File: config.mk
export PLATFORM = sky130hd
export DESIGN_NAME = exception_ctrl
export DESIGN_NICKNAME = d
export VERILOG_FILES = /design/src/rtl/exception_ctrl.sv
export SDC_FILE = /design/constraint.sdc
export NUM_CORES = 1
export LEC_CHECK = 0
export CAP_MARGIN = 20
export CORE_AREA = 5 5 92 94
export CTS_BUF_LIST = sky130_fd_sc_hd__clkbuf_16
export DETAILED_ROUTE_END_ITERATION = 7
export DIE_AREA = 0 0 97 99
export DONT_BUFFER_PORTS = 1
export PLACE_DENSITY_LB_ADDON = 0.05
export SLEW_MARGIN = 10
export SYNTH_ARGS = -nofsm -noshare
export SYNTH_HDL_FRONTEND = slang
export SYNTH_SLANG_ARGS = --single-unit
export TNS_END_PERCENT = 20
File: constraint.sdc
create_clock -name clk -period 2.6 [get_ports clk]
set_clock_uncertainty 0.1 [all_clocks]
set_input_delay 0.52 -clock clk [delete_from_list [all_inputs] [get_ports clk]]
set_output_delay 0.52 -clock clk [all_outputs]
set_load 0.005 [all_outputs]
File: src/rtl/exception_ctrl.sv
// MEM-stage exception/interrupt controller: synchronises interrupt lines, arbitrates
// interrupt / synchronous exception / ERET, then sequences commit, flush and PC redirect.
module exception_ctrl #(
  parameter int          NUM_HW_INT   = 6,
  parameter int          SYNC_STAGES  = 2,
  parameter int          NUM_EXC      = 8,
  parameter logic [31:0] EXC_VECTOR   = 32'hBFC0_0380,
  parameter int          FLUSH_CYCLES = 1
) (
  input  logic                   clk,
  input  logic                   resetn,
  input  logic [NUM_HW_INT-1:0]  hw_int,
  input  logic [1:0]             sw_ip,
  input  logic [NUM_EXC-1:0]     exc_req,
  input  logic [5*NUM_EXC-1:0]   exc_code_tbl,
  input  logic                   inst_valid,
  input  logic [31:0]            inst_pc,
  input  logic                   in_delay_slot,
  input  logic                   is_eret,
  input  logic [31:0]            cp0_status,
  input  logic [31:0]            cp0_epc,
  output logic [7:0]             ip_pending,
  output logic                   commit_exc,
  output logic                   commit_eret,
  output logic [4:0]             commit_code,
  output logic [31:0]            commit_epc,
  output logic                   commit_bd,
  output logic                   flush,
  output logic                   redirect_valid,
  output logic [31:0]            redirect_pc,
  input  logic                   redirect_ready
);

  localparam int CNT_W = $clog2(FLUSH_CYCLES + 1);

  typedef enum logic [1:0] {S_IDLE, S_FLUSH, S_REDIRECT} state_t;
  typedef enum logic [1:0] {EV_NONE, EV_EXC, EV_ERET} event_t;

  logic [SYNC_STAGES-1:0][NUM_HW_INT-1:0] r_sync;
  logic [5:0]  w_hw_ip;
  logic        w_int_take;
  logic        w_exc_hit;
  logic [4:0]  w_exc_code;
  event_t      w_event;
  logic [4:0]  w_code;
  logic [31:0] w_target;
  logic [31:0] w_epc;
  logic        w_unused_status;

  state_t      r_state;
  logic [CNT_W-1:0] r_cnt;
  logic        r_commit_exc;
  logic        r_commit_eret;
  logic [4:0]  r_code;
  logic [31:0] r_epc;
  logic        r_bd;
  logic        r_flush;
  logic        r_redirect_valid;
  logic [31:0] r_target;

  // NOTE: the synchroniser chain is a handful of flops, not a RAM, so it is
  // reset like any other state to guarantee no stale interrupt after reset.
  always_ff @(posedge clk or negedge resetn) begin
    if (!resetn) begin
      r_sync <= '0;
    end else begin
      // NOTE: non-blocking assignments make every stage sample the previous
      // stage's old value, which is what turns this loop into a shift chain.
      r_sync[0] <= hw_int;
      for (int s = 1; s < SYNC_STAGES; s++) r_sync[s] <= r_sync[s-1];
    end
  end

  // NOTE: every always_comb output gets a default first so no path leaves a
  // signal unassigned, which would otherwise infer a latch.
  always_comb begin
    w_hw_ip = '0;
    w_hw_ip[NUM_HW_INT-1:0] = r_sync[SYNC_STAGES-1];
  end

  assign ip_pending      = {w_hw_ip, sw_ip};
  assign w_int_take      = (|(ip_pending & cp0_status[15:8])) && cp0_status[0] && !cp0_status[1];
  assign w_epc           = in_delay_slot ? (inst_pc - 32'd4) : inst_pc;
  assign w_unused_status = ^{cp0_status[31:16], cp0_status[7:2]};

  // Walk from the highest index down so the lowest set request is the last to land.
  always_comb begin
    w_exc_hit  = 1'b0;
    w_exc_code = '0;
    for (int i = NUM_EXC - 1; i >= 0; i--) begin
      if (exc_req[i]) begin
        w_exc_hit  = 1'b1;
        w_exc_code = exc_code_tbl[5*i +: 5];
      end
    end
  end

  always_comb begin
    w_event  = EV_NONE;
    w_code   = '0;
    w_target = EXC_VECTOR;
    if (inst_valid) begin
      if (w_int_take) begin
        w_event = EV_EXC;
      end else if (w_exc_hit) begin
        w_event = EV_EXC;
        w_code  = w_exc_code;
      end else if (is_eret) begin
        w_event  = EV_ERET;
        w_target = cp0_epc;
      end
    end
  end

  always_ff @(posedge clk or negedge resetn) begin
    if (!resetn) begin
      r_state          <= S_IDLE;
      r_cnt            <= '0;
      r_commit_exc     <= 1'b0;
      r_commit_eret    <= 1'b0;
      r_code           <= '0;
      r_epc            <= '0;
      r_bd             <= 1'b0;
      r_flush          <= 1'b0;
      r_redirect_valid <= 1'b0;
      r_target         <= '0;
    end else begin
      r_commit_exc  <= 1'b0;
      r_commit_eret <= 1'b0;
      case (r_state)
        S_IDLE: begin
          if (w_event != EV_NONE) begin
            r_commit_exc  <= (w_event == EV_EXC);
            r_commit_eret <= (w_event == EV_ERET);
            r_code        <= w_code;
            r_epc         <= w_epc;
            r_bd          <= in_delay_slot;
            r_target      <= w_target;
            r_flush       <= 1'b1;
            r_cnt         <= CNT_W'(1);
            r_state       <= S_FLUSH;
          end
        end
        S_FLUSH: begin
          if (r_cnt == CNT_W'(FLUSH_CYCLES)) begin
            r_flush          <= 1'b0;
            r_redirect_valid <= 1'b1;
            r_state          <= S_REDIRECT;
          end else begin
            r_cnt <= r_cnt + CNT_W'(1);
          end
        end
        S_REDIRECT: begin
          if (redirect_ready) begin
            r_redirect_valid <= 1'b0;
            r_state          <= S_IDLE;
          end
        end
        default: r_state <= S_IDLE;
      endcase
    end
  end

  assign commit_exc     = r_commit_exc;
  assign commit_eret    = r_commit_eret;
  assign commit_code    = r_code;
  assign commit_epc     = r_epc;
  assign commit_bd      = r_bd;
  assign flush          = r_flush;
  assign redirect_valid = r_redirect_valid;
  assign redirect_pc    = r_target;

endmodule

# Word-level counts from Yosys, hierarchy flattened
# Index checks and enable logic that the tools add are counted.
# word_totals
ff_bits,89
input_bits,158
out_inout_bits,82
word_cells,79
# classes
n_addsub,2
n_eq_ne,7
n_mux,44
bitwise_logic,1
n_reduce_logical,13
# op_table
cell,n
$mux 32,5
$mux 5,11
$sub 32x3->32 const B,1
$mux 1,17
$mux 2,7
$reduce_and 3->1,3
$and 8x8->8,1
$reduce_or 8->1,1
$ne 2x2->1 const B,3
$pmux 1 s2,3
$pmux 2 s3,1
$reduce_bool 2->1,3
$eq 2x1->1 const B,2
$eq 2x2->1 const B,2
$reduce_and 2->1,2
$logic_and 1x1->1,2
$logic_not 2->1,1
$add 1x1->1 const B,1
$logic_not 1->1,1

# Depth between registers and ports, before layout
# Gate-level depths: netlist of run 1.
# logic_depth
ltp_word,14
ltp_mapped,8
depth_no_buf,7

# Worst setup path before layout of run 1
# Ideal clock, no wire load.
# synth_path
path_type,in2reg
from,input inst_pc[2]
to,"register r_epc[30], in the netlist commit_epc[30]"
setup_ps,126
arrival_ps,2567
t_required_ps,2374
setup_slack_ps,-194
stages,8
path_buffers,1
cell_sequence,inv_1 ha_1 or4bb_1 or4_4 buf_6 or4b_4 xor2_1 o21ai_2
# synth_via
elab_chain_cells,2
# synth_lines
element,line,rtl
"start, declared",17,"input logic [31:0] inst_pc,"
$sub 32x3->32,83,assign w_epc = in_delay_slot ? (inst_pc - 32'd4) : inst_pc;
$mux 32,83,
"end signal, assigned",136,r_epc <= w_epc;
"end, declared",55,logic [31:0] r_epc;
# No other way between the ends.
# A chain may end at the register's enable or synchronous reset.

# Worst setup path after layout of run 1
# layout_path
from,input inst_pc[8]
to,"register r_epc[30], in the netlist commit_epc[30]"
# Same word-level chain as after synthesis.

==> impl_metrics.ini, run 1 <==
[clock_tree]
numClockSinks = 89
cts-root-buf = clkbuf_16
cts_tree = yes
clk_latency_ns = 0.34
clk_path_buf_depth = 2
numCtsBuffers = 9
cts_setup_buffers = 0
cts_htree_levels = 3
path_clk_slew_ns = 0.07

[power_and_ir_drop]
total_power_mw = 3.86
powerDensity_nw_per_um2 = 865
clockPowerShare = 0.325
sw_frac_of_total = 0.314
intPower_mw = 2.65
vdd_drop_max_v = 0.000375
power_switching_mw = 1.21
seqPwrFrac = 0.518
leakage_nw = 1.82
power_frac_comb = 0.158

[detailed_routing]
drc = 0
routed_wl_um = 10100
drtIter0Drc = 89
viasPerCell = 5.97
vias = 2963
drt_pass1_iterations = 4
ant_nets = 0
wl_per_cell_um = 20.5

[placement]
dpl.hpwl_um = 7760
gp_congestion = 0.796
io_buffers = 0

[synth]
ys_ff_latch = 89
synth-edff-count = 0
ys_warn_count = 0
synth_fp_nets = 556
synth_area_um2 = 4090
synthDistinctLibCells = 44
syn_area_per_cell_um2 = 10.3
synth_cells = 397
seq_area_frac_synth = 0.545
yosys_most_used_dff = dfrtp_1
async_flop_share = 1.00

[timing]
maxSlewHeadroom = 0.603
fin_setup_tns_ns = 0
tightest_slew_ns = 0.581
setup_violations = 0
rsz0062_at_grt = no
drv_slew = 0
hold_ws_ns = -0.228
hold_viol = 89
period_minus_slack_ns = 2.31
post-route-period-util = 0.888
fmaxAchievable_mhz = 433

[min_path]
hp-class = in2async

[floorplanning]
initial_core_util = 0.540
core-area_um2 = 7570
io_pins = 240
fp.dieH_um = 99
rows = 32
die_width_um = 97
dieArea_um2 = 9600

[setup_path]
endpoint_kind = flip-flop
required_ns = 2.71
path_class = in2reg
worstPathArrival_ns = 2.42
path_buf_inv = 0
critPathLaunchType = primary input
crit_top_cell = or4_4
cpLargestDelayFamily = simple AND/OR/NAND/NOR gates
critPathSlowestCell = or4_4
cp_max_fo = 5
rr_worst_depth = 6
critical_path.max_stage_delay_ns = 0.56
crit_cells = 5
crit_chain = or4_4, or4_4, or4b_4, xor2_1, o21ai_2

[global_route]
grt_max_degree = 90
antenna_found_initial = 0
grt_pass1_wl_um = 16500
grt_pass1_vias = 3051
grt_overflow_total = 0
grt.total_usage = 0.214

[final_layout]
nets = 548
final_cell_mix = dfrtp_1, nand2_1, o21ai_0, nor2_1, a22o_1
area_growth_pct = 9.18
num_antenna_cells = 0
drive_gt1_frac = 0.0990
nFillCells = 639
layout_commonest_cell = dfrtp_1

[status]
status = complete, but fails checks
violations = hold timing

[flow_run]
cap_violations = 0
==> kinds of logic after synthesis <==
kind of cell / after synthesis / synth area share
xor+xnor: 25 / 0.0535
buf+inv: 40 / 0.0459
fa+ha+maj: 1 / 0.00306
simple gates: 132 / 0.161
flops: 89 / 0.545
compound gates: 108 / 0.186
mux: 2 / 0.00551
==> power groups by stage <==
stage	clock network, mW	logic, mW	registers (mW)
6_report	1.25	0.608	2.00
4_1_cts	1.29	0.624	2.02
5_1_grt	1.35	0.717	2.05
3_5_place_dp	0	0.626	2.03
3_3_place_gp	0	0.592	2.04
2_1_floorplan	0	0.496	1.92
==> what timing repair did <==
item	CTS	global route
gates resized for setup	0	1
endpoints found under the setup margin	0	1
hold endpoints to repair	89	89
==> metal layers <==
metal / GRT usage / share of wire / up-vias
met5: 0 / 0 / -
met3: 0.0899 / 0.11 / 16
met4: 0.0788 / 0.018 / 0
li1: - / - / 1411
met1: 0.260 / 0.39 / 1381
met2: 0.342 / 0.48 / 155
==> worst paths after layout <==
| path | from | end | slack, ns |
|---|---|---|---|
| min in group clk | hw_int[5] | r_sync[5] | 0.11 |
| worst min register to register | r_sync[1] | w_hw_ip[1] | 0.25 |
| worst min-delay path | resetn | commit_code[3] | -0.23 |
| max in group asynchronous | resetn | commit_epc[18] | 2.46 |
| worst max-delay path | inst_pc[8] | commit_epc[30] | 0.29 |
| worst max register to register | w_hw_ip[0] | redirect_pc[18] | 0.46 |
==> layout make-up <==
cell class / count / area, um^2 / area share
flip-flops and latches: 89 / 2230 / 0.499
repair buffers: 10 / 87.6 / 0.0196
inverters: 11 / 41.3 / 0.00925
clock inverters: 7 / 68.8 / 0.0154
clock buffers: 9 / 225 / 0.0504
multi-input cells: 268 / 1690 / 0.378
well taps: 102 / 128 / 0.0286
==> registers in the layout, indices dropped and copies added, names as in the netlist <==
signal	flops
redirect_pc	32
commit_eret	1
flush	1
commit_exc	1
w_hw_ip	6
commit_epc	32
r_state	2
redirect_valid	1
r_sync	6
r_cnt	1
commit_bd	1
commit_code	5
==> synth_stat cells, types with 4 or more instances <==
| master | instances | area share |
|---|---|---|
| o22a_1 | 11 | 0.024 |
| or3_1 | 7 | 0.011 |
| a22o_1 | 25 | 0.054 |
| o21ai_0 | 30 | 0.037 |
| xnor2_1 | 22 | 0.047 |
| a31oi_1 | 5 | 0.0076 |
| nor2_1 | 25 | 0.023 |
| nand2_1 | 54 | 0.050 |
| nor3_1 | 9 | 0.011 |
| a221oi_1 | 5 | 0.011 |
| o22ai_1 | 5 | 0.0076 |
| clkbuf_1 | 19 | 0.017 |
| buf_4 | 8 | 0.015 |
| dfrtp_1 | 89 | 0.54 |
| nand3b_1 | 6 | 0.011 |
| o31ai_1 | 6 | 0.011 |
| a21oi_1 | 8 | 0.0098 |
| nor4_1 | 8 | 0.012 |
| a2111oi_0 | 5 | 0.011 |
| inv_1 | 11 | 0.010 |
| a22oi_1 | 4 | 0.0073 |
==> metrics by stage <==
step	setup slack [ns]	instances	instance area (um^2)	util	hold slack [ns]
3_3_place_gp	-0.0489	480	4170	0.551	0.128
6_report	0.292	496	4460	0.590	-0.228
4_1_cts	0.239	496	4460	0.590	-0.238
3_5_place_dp	-0.0658	480	4170	0.551	0.126
2_1_floorplan	-0.102	397	4090	-	0.124
5_1_grt	0.238	496	4460	0.590	-0.241
==> worst reg2reg max path, stage by stage, from the launching register on <==
cell	delay, ns
dfrtp_1	0.40
a22oi_1	0.22
a41oi_1	0.20
buf_4	0.20
nor2_1	0.21
and4_2	0.54
a22o_1	0.20
(Power assumes the default switching activity.)
==> run 2, diff against run 1 <==
- ABC_AREA: default -> 0
- CORE_AREA: 5 5 92 94 -> 2 2 94 96
- DIE_AREA: 0 0 97 99 -> 0 0 96 98
==> impl_metrics.ini, run 2 (same netlist as run 1, synthesis figures left out) <==
[final_layout]
layout_commonest_cell = dfrtp_1
drive_gt1_frac = 0.0987
num_antenna_cells = 0
area_growth_pct = 10.1
final_cell_mix = dfrtp_1, nand2_1, o21ai_0, nor2_1, a22o_1
final_util = 0.532
stdcell_area_um2 = 4500
nets = 549
nFillCells = 799

[floorplanning]
rows = 34
dieArea_um2 = 9410
initial_core_util = 0.483
die_width_um = 96
io_pins = 240
core-area_um2 = 8470
fp.dieH_um = 98

[clock_tree]
cts-root-buf = clkbuf_16
numClockSinks = 89
ctsResizeCount = 0
cts_tree = yes
path_clk_slew_ns = 0.07
cts_htree_levels = 3
clk_path_buf_depth = 2
cts_setup_buffers = 0
numCtsBuffers = 9
clk_latency_ns = 0.33

[status]
violations = hold timing
status = complete, but fails checks

[flow_run]
cap_violations = 0

[setup_path]
worstPathArrival_ns = 2.40
critical_path.max_stage_delay_ns = 0.56
endpoint_kind = flip-flop
critPathSlowestCell = or4_4
critPathLaunchType = primary input
cp_max_fo = 3
crit_top_cell = or4_4
crit_chain = or4_4, or4_4, or4b_4, xor2_1, o21ai_2
required_ns = 2.72
path_class = in2reg

[global_route]
grt_max_degree = 90
antenna_found_initial = 0
grt.total_usage = 0.205
grt_pass1_wl_um = 14800
grt_pass1_vias = 2910
grt_overflow_total = 0

[placement]
gp_congestion = 0.776
io_buffers = 0
dpl.hpwl_um = 7350
placed_area_um2 = 4180

[timing]
fin_setup_tns_ns = 0
maxSlewHeadroom = 0.486
fmaxAchievable_mhz = 438
setup_violations = 0
hold_ws_ns = -0.221
rsz0062_at_grt = no
post-route-period-util = 0.878
hold_viol = 89
drv_slew = 0
period_minus_slack_ns = 2.28
tightest_slew_ns = 0.771

[detailed_routing]
routed_wl_um = 9630
drc = 0
wl_per_cell_um = 19.1
ant_nets = 0
drtIter0Drc = 78
drt_pass1_iterations = 4
vias = 2948
viasPerCell = 5.86

[min_path]
hp-class = in2async

[power_and_ir_drop]
vdd_drop_max_v = 0.000375
powerDensity_nw_per_um2 = 874
leakage_nw = 1.83
## run 2: final cells by class
cell class	instances	area [um^2]	share of cell area
clock buffer	9	225	0.0500
clock inverter	7	93.8	0.0208
inverter	11	41.3	0.00917
multi-input combinational	268	1690	0.374
sequential	89	2230	0.495
tap	108	135	0.0300
timing repair buffer	11	95.1	0.0211
## run 2: metrics by stage
stage	worst slack (ns)	power [mW]	instances	hold WS, ns
global route	0.0941	4.20	503	-0.239
floorplan	-0.102	2.42	397	0.124
CTS	0.316	4.01	503	-0.239
finish	0.318	3.94	503	-0.221
global placement	-0.0346	2.62	487	0.127
detailed placement	-0.0406	2.65	487	0.127
## run 2: worst paths after layout
check	from	to	slack, ns	cells after the start
min in group clk	hw_int[5]	r_sync[5]	0.11	0
max in group asynchronous	resetn	commit_epc[9]	2.46	0
hold / removal	resetn	commit_code[0]	-0.22	0
setup / recovery	inst_pc[8]	commit_epc[30]	0.32	5
hold reg to reg	r_sync[3]	w_hw_ip[3]	0.25	0
setup reg to reg	w_hw_ip[0]	redirect_pc[17]	0.33	5
## run 2: critical path, delay by kind of cell
kind	cells	cell delay, ns
AND/OR/NAND/NOR	3	1.63
XOR/XNOR	1	0.20
AO/OA/AOI/OAI	1	0.06
## run 2: power by group
part,internal [mW],switching (mW)
Sequential,1.71,0.286
Combinational,0.264,0.338
Clock,0.773,0.568
## run 2: routing by layer
metal,vias up,wire length [um],track usage,part of all wire
met5,-,0,0,0
met4,0,143,0.0758,0.015
met3,10,974,0.0679,0.10
met2,129,4670,0.325,0.49
met1,1399,3830,0.261,0.40
li1,1410,-,-,-
==> run 3, diff against run 2 <==
- CORE_AREA: 2 2 94 96 -> 2 2 109 111
- DIE_AREA: 0 0 96 98 -> 0 0 111 113
- GPL_TIMING_DRIVEN: default -> 0
==> impl_metrics.ini, run 3 (same netlist as run 1, synthesis figures left out) <==
[global_route]
grt_overflow_total = 0
grt.total_usage = 0.177
grt_pass1_wl_um = 17200
grt_max_degree = 90
antenna_found_initial = 1
grt_pass1_vias = 3076

[timing]
drv_slew = 0
hold_viol = 89
fmaxAchievable_mhz = 413
setup_ws_ns = 0.177
hold_ws_ns = -0.235
tightest_slew_ns = 0.609
post-route-period-util = 0.932
rsz0062_at_grt = no
setup_violations = 0
maxSlewHeadroom = 0.594
period_minus_slack_ns = 2.42

[floorplanning]
rows = 39
io_pins = 240
die_width_um = 111
core-area_um2 = 11300
fp.dieH_um = 113
initial_core_util = 0.363
dieArea_um2 = 12500

[setup_path]
path_class = in2reg
cp_max_fo = 8
ff2ff_setup_slack_ns = 0.31
required_ns = 2.72
reg2reg_to = r_state[0]
worstPathArrival_ns = 2.54
critical_path.max_stage_delay_ns = 0.55
crit_top_cell = or4_4
rr_startpoint = w_hw_ip[0]
endpoint_kind = flip-flop
rr_worst_depth = 6
critPathLaunchType = primary input
critPathSlowestCell = or4_4
crit_chain = or4_4, or4_4, buf_6, or4b_4, xor2_1, o21ai_2

[power_and_ir_drop]
leakage_nw = 1.85
powerDensity_nw_per_um2 = 853
total_power_mw = 3.91
vdd_drop_max_v = 0.000320

[detailed_routing]
drt_pass1_iterations = 4
drtIter0Drc = 149
drc = 0
routed_wl_um = 11100
viasPerCell = 5.49
ant_nets = 0
wl_per_cell_um = 19.9
vias = 3050

[flow_run]
cap_violations = 0

[clock_tree]
cts_htree_levels = 3
cts_tree = yes
cts-root-buf = clkbuf_16
numClockSinks = 89
numCtsBuffers = 9
clk_path_buf_depth = 2
clk_latency_ns = 0.34
path_clk_slew_ns = 0.07

[final_layout]
nets = 567
area_growth_pct = 12.1
layout_commonest_cell = dfrtp_1
drive_gt1_frac = 0.0947
final_cell_mix = dfrtp_1, nand2_1, o21ai_0, nor2_1, a22o_1
nFillCells = 1106

[placement]
io_buffers = 0
dp_slack_ns = -0.509
dpl.hpwl_um = 8470
gp_congestion = 0.803

[status]
status = complete, but fails checks
violations = hold timing

[min_path]
hp-class = in2async
## run 3: cell types whose count changed in the layout (fill, tap and decap cells not counted), moves of 2 or more
cell	change
clkbuf_1	+17
buf_4	-2
clkbuf_2	+2
inv_8	-2
## run 3: routing by layer
layer / vias up / share of wire / track usage / routed length (um)
li1: 1448 / - / - / -
met4: 0 / 0.015 / 0.0575 / 162
met2: 149 / 0.45 / 0.271 / 4950
met1: 1440 / 0.43 / 0.226 / 4810
met3: 13 / 0.10 / 0.0771 / 1140
met5: - / 0 / 0 / 0
## run 3: repair_timing
item | CTS | global route
setup endpoints to repair | 10 | 14
gates resized for setup | 4 | 3
endpoints found under the hold margin | 89 | 89
buffers inserted | 0 | 0
## run 3: worst max-delay path, delay by kind of cell
kind                      cells  cell delay [ns]
AOI/OAI and AO/OA             1             0.06
xor gates and xnor gates      1             0.20
buffers and inverters         1             0.15
and+or+nand+nor               3             1.61
## run 3: stage by stage
stage / TNS [ns] / utilization / instances / area, um^2 / hold slack [ns]
2_1_floorplan: -0.102 / - / 397 / 4090 / 0.124
3_3_place_gp: -4.41 / 0.379 / 540 / 4270 / 0.126
3_5_place_dp: -8.44 / 0.379 / 540 / 4270 / 0.126
4_1_cts: 0 / 0.406 / 555 / 4570 / -0.251
5_1_grt: 0 / 0.407 / 556 / 4580 / -0.262
6_report: 0 / 0.407 / 556 / 4580 / -0.235
## run 3: how the worst max path moves through the flow
stage | start | depth (start not counted) | slack [ns] | end
2_1_floorplan | inst_pc[8] | 6 | -0.10 | commit_epc[30]
5_1_grt | w_hw_ip[0] | 6 | 0.04 | r_state[0]
3_5_place_dp | exc_req[7] | 6 | -0.51 | r_state[0]
6_report | inst_pc[8] | 6 | 0.18 | commit_epc[30]
3_3_place_gp | exc_req[7] | 6 | -0.44 | r_state[0]
4_1_cts | w_hw_ip[0] | 6 | 0.03 | redirect_pc[8]
## run 3: cell type report
cell class,count,area [um^2],share of cell area
diodes,1,2.50,0.000546
well taps,143,179,0.0390
flip-flops and latches,89,2230,0.486
plain buffers,29,150,0.0328
clock inverters,6,65.1,0.0142
clock buffers,9,225,0.0491
inverters,11,41.3,0.00901
multi-input cells,268,1690,0.369
## run 3: where the power goes
group	leakage, nW	switching, mW	internal (mW)
clock network	0.144	0.533	0.744
logic	0.633	0.386	0.257
registers	1.07	0.281	1.71
